===== src/rtl/multicycle_ctrl.sv =====
// Multi-cycle control FSM for the RV32 core: sequences fetch/decode/execute/memory/writeback
// and drives every datapath enable and select. Illegal opcodes and data-bus timeouts trap.
module multicycle_ctrl #(
  parameter int unsigned MEM_TIMEOUT = 15
) (
  input  logic       clk,
  input  logic       rst,
  input  logic [6:0] opcode,
  input  logic [2:0] funct3,
  input  logic       br_cond,
  output logic       imem_req,
  input  logic       imem_ack,
  output logic       ir_we,
  output logic       dmem_req,
  output logic       dmem_we,
  input  logic       dmem_ack,
  output logic       alu_src_b,
  output logic [1:0] alu_op,
  output logic       pc_we,
  output logic       pc_src,
  output logic       rf_we,
  output logic [1:0] wb_sel,
  output logic       instret,
  output logic       trap,
  output logic [2:0] state_o
);

  localparam int unsigned CW = 8;

  typedef enum logic [2:0] {
    S_FETCH  = 3'd0,
    S_DECODE = 3'd1,
    S_EXEC   = 3'd2,
    S_MEM    = 3'd3,
    S_WB     = 3'd4,
    S_TRAP   = 3'd7
  } state_t;

  typedef enum logic [2:0] {
    C_R   = 3'd0,
    C_I   = 3'd1,
    C_LD  = 3'd2,
    C_ST  = 3'd3,
    C_BR  = 3'd4,
    C_JAL = 3'd5
  } cls_t;

  state_t         state;
  cls_t           cls;
  cls_t           dec_cls;
  logic           dec_ok;
  logic [CW-1:0]  cnt;

  // The branch comparator already folds in funct3, so the sequencer never needs it.
  logic unused_funct3;
  assign unused_funct3 = ^funct3;

  // Opcode classification used in DECODE
  always_comb begin
    dec_ok  = 1'b1;
    dec_cls = C_R;
    case (opcode)
      7'b0110011: dec_cls = C_R;
      7'b0010011: dec_cls = C_I;
      7'b0000011: dec_cls = C_LD;
      7'b0100011: dec_cls = C_ST;
      7'b1100011: dec_cls = C_BR;
      7'b1101111: dec_cls = C_JAL;
      default:    dec_ok  = 1'b0;
    endcase
  end

  // State, latched class and MEM wait counter
  always_ff @(posedge clk) begin
    if (rst) begin
      state <= S_FETCH;
      cls   <= C_R;
      cnt   <= '0;
    end else begin
      case (state)
        S_FETCH:  if (imem_ack) state <= S_DECODE;
        S_DECODE: begin
          if (dec_ok) begin
            cls   <= dec_cls;
            state <= S_EXEC;
          end else begin
            state <= S_TRAP;
          end
        end
        S_EXEC: begin
          cnt <= '0;
          case (cls)
            C_LD, C_ST: state <= S_MEM;
            C_BR:       state <= S_FETCH;
            default:    state <= S_WB;
          endcase
        end
        S_MEM: begin
          // An ack on the final allowed cycle still completes the access.
          if (dmem_ack)                             state <= (cls == C_LD) ? S_WB : S_FETCH;
          else if (cnt == CW'(MEM_TIMEOUT - 1))     state <= S_TRAP;
          else                                      cnt   <= cnt + CW'(1);
        end
        S_WB:    state <= S_FETCH;
        S_TRAP:  state <= S_TRAP;
        default: state <= S_TRAP;
      endcase
    end
  end

  // Outputs decoded from state, class and the handshake inputs; forced low during reset
  always_comb begin
    imem_req  = 1'b0;
    ir_we     = 1'b0;
    dmem_req  = 1'b0;
    dmem_we   = 1'b0;
    alu_src_b = 1'b0;
    alu_op    = 2'b00;
    pc_we     = 1'b0;
    pc_src    = 1'b0;
    rf_we     = 1'b0;
    wb_sel    = 2'b00;
    instret   = 1'b0;
    trap      = 1'b0;
    state_o   = 3'd0;
    if (!rst) begin
      state_o = state;
      case (state)
        S_FETCH: begin
          imem_req = 1'b1;
          ir_we    = imem_ack;
        end
        S_EXEC: begin
          case (cls)
            C_R:  alu_op = 2'b10;
            C_I: begin
              alu_src_b = 1'b1;
              alu_op    = 2'b10;
            end
            C_LD, C_ST: alu_src_b = 1'b1;
            C_BR: begin
              alu_op  = 2'b01;
              pc_we   = 1'b1;
              pc_src  = br_cond;
              instret = 1'b1;
            end
            default: ;
          endcase
        end
        S_MEM: begin
          dmem_req = 1'b1;
          dmem_we  = (cls == C_ST);
          if (dmem_ack && cls == C_ST) begin
            pc_we   = 1'b1;
            instret = 1'b1;
          end
        end
        S_WB: begin
          rf_we   = 1'b1;
          pc_we   = 1'b1;
          instret = 1'b1;
          case (cls)
            C_LD:    wb_sel = 2'b01;
            C_JAL: begin
              wb_sel = 2'b10;
              pc_src = 1'b1;
            end
            default: wb_sel = 2'b00;
          endcase
        end
        S_TRAP:  trap = 1'b1;
        default: ;
      endcase
    end
  end

endmodule


===== config.mk =====
export PLATFORM = sky130hd
export DESIGN_NAME = multicycle_ctrl
export DESIGN_NICKNAME = d
export VERILOG_FILES = /design/src/rtl/multicycle_ctrl.sv
export SDC_FILE = /design/constraint.sdc
export NUM_CORES = 1
export LEC_CHECK = 0
export BUFFER_PORTS_ARGS = -buffer_cell sky130_fd_sc_hd__buf_4
export CORE_MARGIN = 2
export CORE_UTILIZATION = 50
export DETAILED_ROUTE_END_ITERATION = 8
export PLACE_DENSITY_LB_ADDON = 0.25
export SYNTH_ARGS = -nofsm -noshare
export SYNTH_HDL_FRONTEND = slang
export SYNTH_SLANG_ARGS = --single-unit
export TNS_END_PERCENT = 1

===== constraint.sdc =====
create_clock -name clk -period 2.31 [get_ports clk]
set_clock_uncertainty 0.2 [all_clocks]
set_input_delay 0.462 -clock clk [delete_from_list [all_inputs] [get_ports clk]]
set_output_delay 0.462 -clock clk [all_outputs]
set_load 0.02 [all_outputs]

==> results of run 1 <==
[cell families (layout without fill, tap and decap cells)]
group	after synthesis	count (layout)	share of synthesized area
flip-flops	14	14	0.250
AO/OA/AOI/OAI	26	26	0.206
multiplexers	3	3	0.0357
buffers and inverters	12	40	0.0469
XOR/XNOR	7	7	0.0547
adder cells (fa/ha/maj)	2	2	0.0223
AND/OR/NAND/NOR	67	67	0.384
[cell usage after synthesis (all sizes together), types with 2 or more instances]
cell	n	area [sq um]
a311o	2	20.0
o21a	3	23.8
and2	3	18.8
nor3	6	30.0
a2111oi	2	37.5
nor4	8	65.1
or3b	2	20.0
nor2	14	60.1
inv	4	15.0
nand2	7	26.3
dfxtp	14	280
nand3	3	15.0
nor3b	2	15.0
nor2b	4	25.0
a211oi	3	27.5
o21ai	3	15.0
and3	2	12.5
xnor2	5	43.8
buf	5	26.3
nand4	2	12.5
xor2	2	17.5
nand2b	8	57.6
clkbuf	3	11.3
mux2	2	30.0
a21oi	5	25.0
and3b	2	17.5
ha	2	25.0
[metal layers]
layer / track usage / vias to the layer above / wire, um
met3: 0.0497 / 4 / 88
li1: - / 536 / -
met1: 0.251 / 491 / 1130
met4: 0.105 / 0 / 50
met5: 0 / - / 0
met2: 0.344 / 19 / 1310
[state kept, by name, indices dropped and copies added (netlist names)]
name   count
state      3
cls        3
cnt        8
[power by group]
part	total [uW]	internal [uW]	switching [uW]
logic	463	224	239
registers	309	272	37.1
clock network	179	96.1	82.9
total	951	592	359
[repair_timing]
item	CTS	global route
setup endpoints to repair	6	8
resized for setup	4	15
buffers inserted	0	1
pin swaps	0	2
[how the worst max path moves through the flow]
stage	start	to	slack, ps	cells after the start
2_1_floorplan	rst	ir_we	2	3
3_3_place_gp	state[0]$_SDFFE_PP0P_	pc_we	270	5
3_5_place_dp	state[1]$_SDFFE_PP0P_	pc_src	230	5
4_1_cts	state[1]$_SDFFE_PP0P_	pc_src	-20	5
5_1_grt	state[2]$_SDFFE_PP0P_	pc_src	-10	5
6_report	state[0]$_SDFFE_PP0P_	alu_src_b	60	3
[area by class of cell]
cell class,count,area [sq um],share of cell area
sequential,14,292,0.199
timing repair buffer,32,251,0.172
multi-input combinational,105,836,0.570
inverter,4,15.0,0.0102
tap,28,35.0,0.0239
clock buffer,4,36.3,0.0248
[stage by stage]
step                utilization  TNS (ps)  setup slack [ps]  power (uW)
floorplan                     -         0              1.76         593
global placement          0.625         0               267         714
detailed placement        0.625         0               235         723
CTS                       0.650     -18.0             -18.0         913
global route              0.675     -22.0             -13.1        1010
finish                    0.675         0              62.1         951
[worst reg2reg max path, stage by stage, from the launching register on]
cell and delay (ps):
dfxtp_1 370, nor4_4 450, a31o_4 250, mux2_4 300, nor2_1 80
==> summary.txt, run 1 <==
Min path
  – WHS Endpoint: state[1]$_SDFFE_PP0P_
  – Hold Path Origin: dmem_ack
  – Worst Hold Class: in2reg
  – Hold path depth: 2

CTS
  – Worst-Skew Late Latency: 290 ps
  – Clock slew at reported path FFs: 90 ps
  – CTS tree: yes
  – H-Tree Depth: 1
  – Post-CTS Hold Fix Bufs: 0
  – Clock Sinks: 14
  – Cts bufs inserted: 3
  – Root Buffer: clkbuf_4
  – Max clock buf depth: 2

STA
  – RSZ-0062 raised after global routing: true
  – Fin. max-slew vios: 0
  – Crit path time final: about 2200 ps
  – Highest Clock Rate: 0.445 GHz
  – Final period utilization: 0.973
  – Rel. slew slack: 0.706
  – Hold slack: between 150 and 200 ps
  – Final Setup Violations: 0
  – Least-Margin Pin Slew: 439 ps
  – Final hold violations: 0

Power and ir drop
  – IR drop worst, VDD: around 0.57 mV
  – Leakage power: 0.000571 uW
  – PD cells: around 650 mW/mm^2

Synthesis
  – Async set-reset flop share out of synthesis: 0
  – Syn Std Cell Area: 0.00112 sq mm
  – Syn_area_per_cell: 8.56 sq um
  – Ys Warns: 0
  – Syn_nets: approximately 150
  – Synth cell types: 49
  – Seq/Total Area, Yosys: 0.250
  – Cells after Synth: between 100 and 150
  – Top_reg_cell synth: dfxtp_1
  – Synth Register Bits: 14
  – EDFF count, synth: 0

Die
  – Die ar.: 0.00264 sq mm
  – Die X: between 50 and 60 um
  – Row count: 17
  – I/O Pins: 32
  – Starting density of the core: 0.517
  – DIE HEIGHT: 51.4 um
  – Core outline area: between 0.002 and 0.0025 sq mm

Critical path
  – FF-to-FF End: cnt[1]$_SDFFE_PP0P_
  – Slowest cell on crit path: or3b_4
  – Crit path DAT: 1590 ps
  – Max incr delay on CP: approximately 440 ps
  – Reg2reg path depth: 4
  – Worst r2r src: cnt[4]$_SDFFE_PP0P_
  – CP delay by family, top: simple AND/OR/NAND/NOR gates
  – Crit path required time: 1650 ps
  – Worst Path Buf+Inv: 1
  – CP startpoint kind: register
  – Worst Setup Path Type: reg2out
  – Cells along the critical path: or3b_4, nor4_1, buf_4
  – Flop2flop setup slack: 610 ps
  – Crit Path Max Fanout: 7
  – Crit path capture type: primary output

Finish
  – Post-Layout Inst Area: 0.00147 sq mm
  – Finished Layout Cells: approximately 190
  – Fraction of layout cells with a size suffix above 1: 0.390
  – Nets: 177
  – Fillers: ~190
  – Commonest cells after routing, fill and taps aside: buf_4 (30), nor2_1 (13), dfxtp_1 (9)
  – Area Growth Syn to Fin: 30.7%
  – Most common cell after layout, fill and taps aside: buf_4
  – Ant diodes: 0

Routing
  – # DRC: 0
  – Final ANT Viol Nets: 0
  – Drt initial violations: 16
  – Via count: 1050
  – Wire per inst: 13.8 um
  – Drt first pass iters: 4
  – Vias/cell: approximately 5.6
  – Final wirelength: 2580 um

GRT
  – Vias in the first global route: just over 900
  – Initial antenna violation count: 0
  – Global route overflow: 0
  – First-pass GRT wire length: 4090 um
  – Maximum number of pins on one net before global-route repair: 20
  – Global Route Usage Sum: 0.208

Placed design
  – Port-buffer cells: 28
  – Cell Area, Placed: 0.00136 sq mm
  – Placed Cells: 182
  – GPL Wtd Cong: around 0.81
  – Hpwl dp: 1930 um

Run
  – Max Cap Viol: 0

Outcome
  – Status: complete, no violations
Note: power is estimated with default switching activity, not from simulation.
==> inputs of run 2 (changes only) <==
--- a/config.mk
+++ b/config.mk
@@ -9,7 +9,9 @@
 export CORE_MARGIN = 2
 export CORE_UTILIZATION = 50
 export DETAILED_ROUTE_END_ITERATION = 8
-export PLACE_DENSITY_LB_ADDON = 0.25
+export GPL_TIMING_DRIVEN = 0
+export MAX_ROUTING_LAYER = met4
+export PLACE_DENSITY = 0.83
 export SYNTH_ARGS = -nofsm -noshare
 export SYNTH_HDL_FRONTEND = slang
 export SYNTH_SLANG_ARGS = --single-unit
==> run 2 against run 1 <==
- the flow now finishes with violations (negative setup slack)
- critical path type unchanged
- count of clock-buffer cells in the layout is the same
- combinational power grew 4%
- setup slack lost 69 ps
- final cell count grew 2.1%
- sequential power shrank 2%
- non-clock buffer count grew 4
- largest power group unchanged
- maximum frequency shrank 3.0%
- register-to-register slack lost 20 ps
- first-iteration DRC count grew 56%
- hold slack gained 8.1 ps
- flip-flop and latch count is the same
==> summary.txt, run 2 (synthesized netlist as in run 1, its figures left out) <==
Finish
  – Area Growth Syn to Fin: 34.5%
  – Reg with most FFs: cnt
  – Regs by FF count: cnt x8, cls x3, state x3
  – Number of flip-flops in the largest register: 8 (unchanged)
  – Nets: 181 (+2.3%)
  – Commonest cells after routing, fill and taps aside: buf_4 (31), nor2_1 (13), dfxtp_1 (8)
  – Fillers: 189 (+0.53%)
  – Reg area: 293 sq um (+0.43%)
  – Multi-input combinational cell area: 860 sq um (+2.8%)
  – Fraction of layout cells with a size suffix above 1: 0.417 (+0.0272)
  – Ant diodes: 0 (unchanged)
  – Most common cell after layout, fill and taps aside: buf_4

GRT
  – Met1 Usage GRT: 0.288 (+0.0364)
  – Grt peak-use layer: met2
  – Vias in the first global route: 1041 (+12%)
  – Global Route Usage Sum: 0.241 (+0.0321)
  – Maximum number of pins on one net before global-route repair: 11 (-45%)
  – Global route overflow: 0 (unchanged)
  – M2 GR Usage: 0.396 (+0.0519)
  – Initial antenna violation count: 0 (unchanged)
  – First-pass GRT wire length: 4650 um (+14%)
  – GRT met3 Usage: 0.0556 (+0.00585)

STA
  – Final Setup Violations: 1 (+1)
  – Final hold violations: 0 (unchanged)
  – Final period utilization: 1.00 (+0.0297)
  – Rel. slew slack: 0.723 (+0.0176)
  – Crit path time final: 2320 ps (+68.7 ps)
  – Setup ws final: -6.64 ps (-68.7 ps)
  – Least-Margin Pin Slew: 412 ps (-26.9 ps)
  – Hold slack: 177 ps (+8.09 ps)
  – RSZ-0062 raised after global routing: true
  – Highest Clock Rate: 0.432 GHz (-3.0%)
  – Fin. max-slew vios: 0 (unchanged)

Outcome
  – Violated checks: negative setup slack
  – Status: finished with violations

Power and ir drop
  – IR drop worst, VDD: 0.505 mV (-11%)
  – P_int: 591 uW (-0.17%)
  – PD cells: 638 mW/mm^2 (-1.7%)
  – NetSw: 371 uW (+3.4%)
  – Leakage power: 0.000585 uW (+2.5%)
  – Part of the power in combinational logic: 0.500 (+0.013)
  – Switching Share: 0.386 (+0.00825)
  – Clock power frac: 0.184 (-0.004)
  – Flop pwr share: 0.316 (-0.009)

CTS
  – Worst-Skew Late Latency: 280 ps (about the same)
  – Root Buffer: clkbuf_4
  – Max clock buf depth: 2 (unchanged)
  – CTS tree: yes
  – H-Tree Depth: 1 (unchanged)
  – Clock Sinks: 14 (unchanged)
  – Post-CTS Hold Fix Bufs: 0 (unchanged)
  – Clock slew at reported path FFs: 80 ps (about the same)
  – Cts bufs inserted: 3 (unchanged)

Routing
  – Vias/cell: 5.79 (+3.1%)
  – Drt first pass iters: 4 (unchanged)
  – Final ANT Viol Nets: 0 (unchanged)
  – Wire per inst: 14.7 um (+6.9%)
  – Via count: 1106 (+5.3%)
  – # DRC: 0 (unchanged)
  – Final wirelength: 2820 um (+9.2%)
  – Drt initial violations: 25 (+9)

Critical path
  – CP startpoint kind: register
  – Worst Setup Path Type: reg2out
  – CP delay by family, top: simple AND/OR/NAND/NOR gates
  – Crit Path Max Fanout: 6 (-1)
  – Crit path required time: 1650 ps (about the same)
  – Crit path DAT: 1650 ps (+60 ps)
  – Slowest cell on crit path: or3b_1
  – Max incr delay on CP: 500 ps (+60 ps)
  – Crit path capture type: primary output
  – Worst Path Buf+Inv: 1 (unchanged)
  – Cells along the critical path: or3b_1, nor4_2, buf_4

Run
  – Max Cap Viol: 0 (unchanged)

Die
  – Die X: 51.4 um (unchanged)
  – I/O Pins: 32 (unchanged)
  – Core outline area: 0.00217 sq mm (unchanged)
  – Row count: 17 (unchanged)
  – Starting density of the core: 0.517 (unchanged)
  – DIE HEIGHT: 51.4 um (unchanged)
  – Die ar.: 0.00264 sq mm (unchanged)

Min path
  – Worst Hold Class: in2reg

Placed design
  – Hpwl dp: 2000 um (+3.7%)
  – GPL Wtd Cong: 0.854 (+4.9%)
  – Port-buffer cells: 27 (-3.6%)
  – Pre-CTS WS: 29.8 ps (-205 ps)
## run 2: cell count changes in the layout (fill, tap and decap cells not counted), sizes merged
cell	previous run	this run
clkbuf	4	6
buf	32	34
## run 2: path summary, 6_finish.rpt
kind	startpoint	to	slack, ps	cells past startpoint
max	state[0]$_SDFFE_PP0P_	alu_op[0]	-7	3
min	dmem_ack	state[1]$_SDFFE_PP0P_	180	2
max reg2reg	cnt[4]$_SDFFE_PP0P_	cnt[1]$_SDFFE_PP0P_	590	4
min reg2reg	cls[1]$_SDFFE_PP0P_	cls[1]$_SDFFE_PP0P_	370	2
## run 2: area by class of cell
class | count | area share
Sequential cell | 14 | 0.194
Timing Repair Buffer | 30 | 0.149
Clock buffer | 4 | 0.0241
Inverter | 4 | 0.00996
Buffer | 6 | 0.0290
Multi-Input combinational cell | 105 | 0.570
Tap cell | 28 | 0.0232
## run 2: what timing repair did
action | CTS | global route
setup endpoints to repair | 8 | 8
gates resized for setup | 15 | 11
setup buffers | 3 | 0
pin swaps | 2 | 1
## run 2: power by group through the flow
stage | clock (uW) | combinational, uW | sequential (uW)
2_1_floorplan | 0 | 300 | 293
3_3_place_gp | 0 | 406 | 300
5_1_grt | 195 | 521 | 306
3_5_place_dp | 0 | 412 | 300
6_report | 177 | 481 | 304
4_1_cts | 182 | 458 | 296
## run 2: worst register-to-register path: stages, from the launching register on
cell     delay [ps]
dfxtp_1         380
nor4_4          470
a31o_4          250
mux2_4          300
nor2_1           80
## run 2: metal layers
metal / part of all wire / up-vias / wire, um
met2: 0.51 / 28 / 1440
met3: 0.040 / 4 / 113
met4: 0.0085 / 0 / 24
li1: - / 546 / -
met1: 0.44 / 528 / 1240
met5: 0 / - / 0
## run 2: through the flow
step | instance area, sq um | setup TNS [ps] | cells | total power, uW | util
global placement | 1360 | 0 | 186 | 706 | 0.629
CTS | 1470 | 0 | 192 | 936 | 0.676
floorplan | 1130 | 0 | 131 | 593 | -
finish | 1510 | -6.64 | 191 | 962 | 0.695
global route | 1510 | -141 | 191 | 1020 | 0.695
detailed placement | 1360 | 0 | 186 | 712 | 0.629
==> inputs of run 3 (changes only) <==
--- a/config.mk
+++ b/config.mk
@@ -8,10 +8,12 @@
 export BUFFER_PORTS_ARGS = -buffer_cell sky130_fd_sc_hd__buf_4
 export CORE_MARGIN = 2
 export CORE_UTILIZATION = 50
+export CTS_BUF_LIST = sky130_fd_sc_hd__clkbuf_16
 export DETAILED_ROUTE_END_ITERATION = 8
 export GPL_TIMING_DRIVEN = 0
 export MAX_ROUTING_LAYER = met4
 export PLACE_DENSITY = 0.83
+export SLEW_MARGIN = 40
 export SYNTH_ARGS = -nofsm -noshare
 export SYNTH_HDL_FRONTEND = slang
 export SYNTH_SLANG_ARGS = --single-unit
==> run 3 against run 2 <==
- the flow now finishes without violations
- flip-flop and latch count unchanged
- count of clock-buffer cells in the layout down 1
- die area unchanged
- first-iteration DRC count down 36%
- global-route usage down 0.41 points
- maximum frequency up 2.5%
- setup slack better by 57 ps
- critical path depth up 3
==> summary.txt, run 3 (synthesized netlist as in run 1, its figures left out) <==
STA
  – Final hold violations: 0 (unchanged)
  – Crit path time final: 2260 ps (-56.6 ps)
  – Hold slack: 224 ps (+47.8 ps)
  – Fin. max-slew vios: 0 (unchanged)
  – Setup ws final: 50.0 ps (+56.6 ps)
  – Final Setup Violations: 0 (-1)
  – Highest Clock Rate: 0.442 GHz (+2.5%)
  – RSZ-0062 raised after global routing: true
  – Rel. slew slack: 0.713 (-0.0101)
  – Final period utilization: 0.978 (-0.0245)
  – Least-Margin Pin Slew: 428 ps (+15.7 ps)

GRT
  – Vias in the first global route: 980 (-5.9%)
  – Maximum number of pins on one net before global-route repair: 11 (unchanged)
  – Initial antenna violation count: 0 (unchanged)
  – First-pass GRT wire length: 4550 um (-2.2%)
  – Global Route Usage Sum: 0.236 (-0.00411)
  – Global route overflow: 0 (unchanged)

Routing
  – # DRC: 0 (unchanged)
  – Final wirelength: 2740 um (-2.6%)
  – Wire per inst: 14.6 um (-1.1%)
  – Via count: 1069 (-3.3%)
  – Vias/cell: 5.69 (-1.8%)
  – Drt initial violations: 16 (-36%)
  – Final ANT Viol Nets: 0 (unchanged)
  – Drt first pass iters: 4 (unchanged)

CTS
  – CTS tree: yes
  – Max clock buf depth: 2 (unchanged)
  – H-Tree Depth: 1 (unchanged)
  – Root Buffer: clkbuf_16
  – Clock Sinks: 14 (unchanged)
  – Cts bufs inserted: 3 (unchanged)
  – Worst-Skew Late Latency: 240 ps (-40 ps)
  – Clock slew at reported path FFs: 50 ps (-30 ps)
  – Post-CTS Setup Bufs: 0 (-3)
  – Post-CTS Hold Fix Bufs: 0 (unchanged)

Placed design
  – GPL Wtd Cong: 0.854 (unchanged)
  – Pre-CTS WS: 29.8 ps (unchanged)
  – Cell Area, Placed: 0.00136 sq mm (unchanged)
  – Port-buffer cells: 27 (unchanged)
  – Placed Cells: 186 (unchanged)
  – Hpwl dp: 2000 um (unchanged)

Critical path
  – Crit Path Max Fanout: 10 (+4)
  – CP startpoint kind: register
  – Crit path required time: 1650 ps (about the same)
  – Worst Setup Path Type: reg2out
  – Crit path DAT: 1600 ps (-50 ps)
  – Crit path capture type: primary output

Die
  – DIE HEIGHT: 51.4 um (unchanged)
  – Core outline area: 0.00217 sq mm (unchanged)
  – Row count: 17 (unchanged)
  – Die ar.: 0.00264 sq mm (unchanged)
  – I/O Pins: 32 (unchanged)
  – Die X: 51.4 um (unchanged)
  – Starting density of the core: 0.517 (unchanged)

Finish
  – Post-Layout Inst Area: 0.00149 sq mm (-1.2%)
  – Ant diodes: 0 (unchanged)
  – Number of flip-flops in the largest register: 8 (unchanged)
  – Fraction of layout cells with a size suffix above 1: 0.363 (-0.0547)
  – Commonest cells after routing, fill and taps aside: buf_4 (29), nor2_1 (13), dfxtp_1 (11)
  – Most common cell after layout, fill and taps aside: buf_4
  – Reg with most FFs: cnt
  – Final core utilization: 0.687 (-0.00807)
  – Regs by FF count: cnt x8, cls x3, state x3
  – Finished Layout Cells: 188 (-1.6%)
  – Nets: 178 (-1.7%)
  – Area Growth Syn to Fin: 32.9%

Run
  – Max Cap Viol: 0 (unchanged)

Outcome
  – Status: complete, no violations

Min path
  – Worst Hold Class: in2reg

Power and ir drop
  – IR drop worst, VDD: 0.687 mV (+36%)
  – Leakage power: 0.000581 uW (-0.77%)
  – PD cells: 716 mW/mm^2 (+12%)
run 3: cell types whose count changed in the layout (fill, tap and decap cells not counted), sizes merged:
| cell | change |
|---|---|
| clkinv | +1 |
| buf | -4 |
run 3: path summary, 6_finish.rpt:
kind / start / endpoint / slack [ps] / depth (start not counted)
hold reg to reg: cnt[7]$_SDFFE_PP0P_ / cnt[7]$_SDFFE_PP0P_ / 380 / 2
setup reg to reg: cnt[0]$_SDFFE_PP0P_ / cnt[1]$_SDFFE_PP0P_ / 580 / 5
setup / recovery: state[2]$_SDFFE_PP0P_ / pc_we / 50 / 6
hold / removal: dmem_ack / state[1]$_SDFFE_PP0P_ / 220 / 2
run 3: final cells by class:
| class | instances | area [sq um] |
|---|---|---|
| tap | 28 | 35.0 |
| inverter | 4 | 15.0 |
| sequential | 14 | 284 |
| clock buffer | 3 | 75.1 |
| timing repair buffer | 27 | 203 |
| fill | 192 | 679 |
| buffer | 6 | 36.3 |
| clock inverter | 1 | 3.75 |
| multi-input combinational | 105 | 838 |
run 3: critical path: stages (launching register included):
cell      delay [ps]
dfxtp_1          330
clkbuf_4         190
nor3b_4          260
nand4_1          120
a21oi_1          200
buf_4            130
buf_4            120
run 3: stage by stage:
step           total power [uW]  TNS [ps]
6_report                   1070         0
5_1_grt                    1130     -57.0
4_1_cts                    1050         0
3_5_place_dp                712         0
3_3_place_gp                706         0
2_1_floorplan               593         0
run 3: routing by layer:
layer	GRT usage	routed length (um)
met1	0.287	1210
met2	0.403	1410
met3	0.0614	110
met4	0.0395	15
met5	-	0
run 3: where the power goes:
group / switching (uW) / total [uW] / internal (uW)
Combinational: 240 / 441 / 201
Clock: 96.7 / 325 / 229
Sequential: 33.2 / 301 / 268
run 3: what timing repair did:
| action | 4_1_cts | 5_1_grt |
|---|---|---|
| gates resized for setup | 6 | 9 |
| pin swaps | 1 | 0 |
| endpoints found under the setup margin | 6 | 7 |
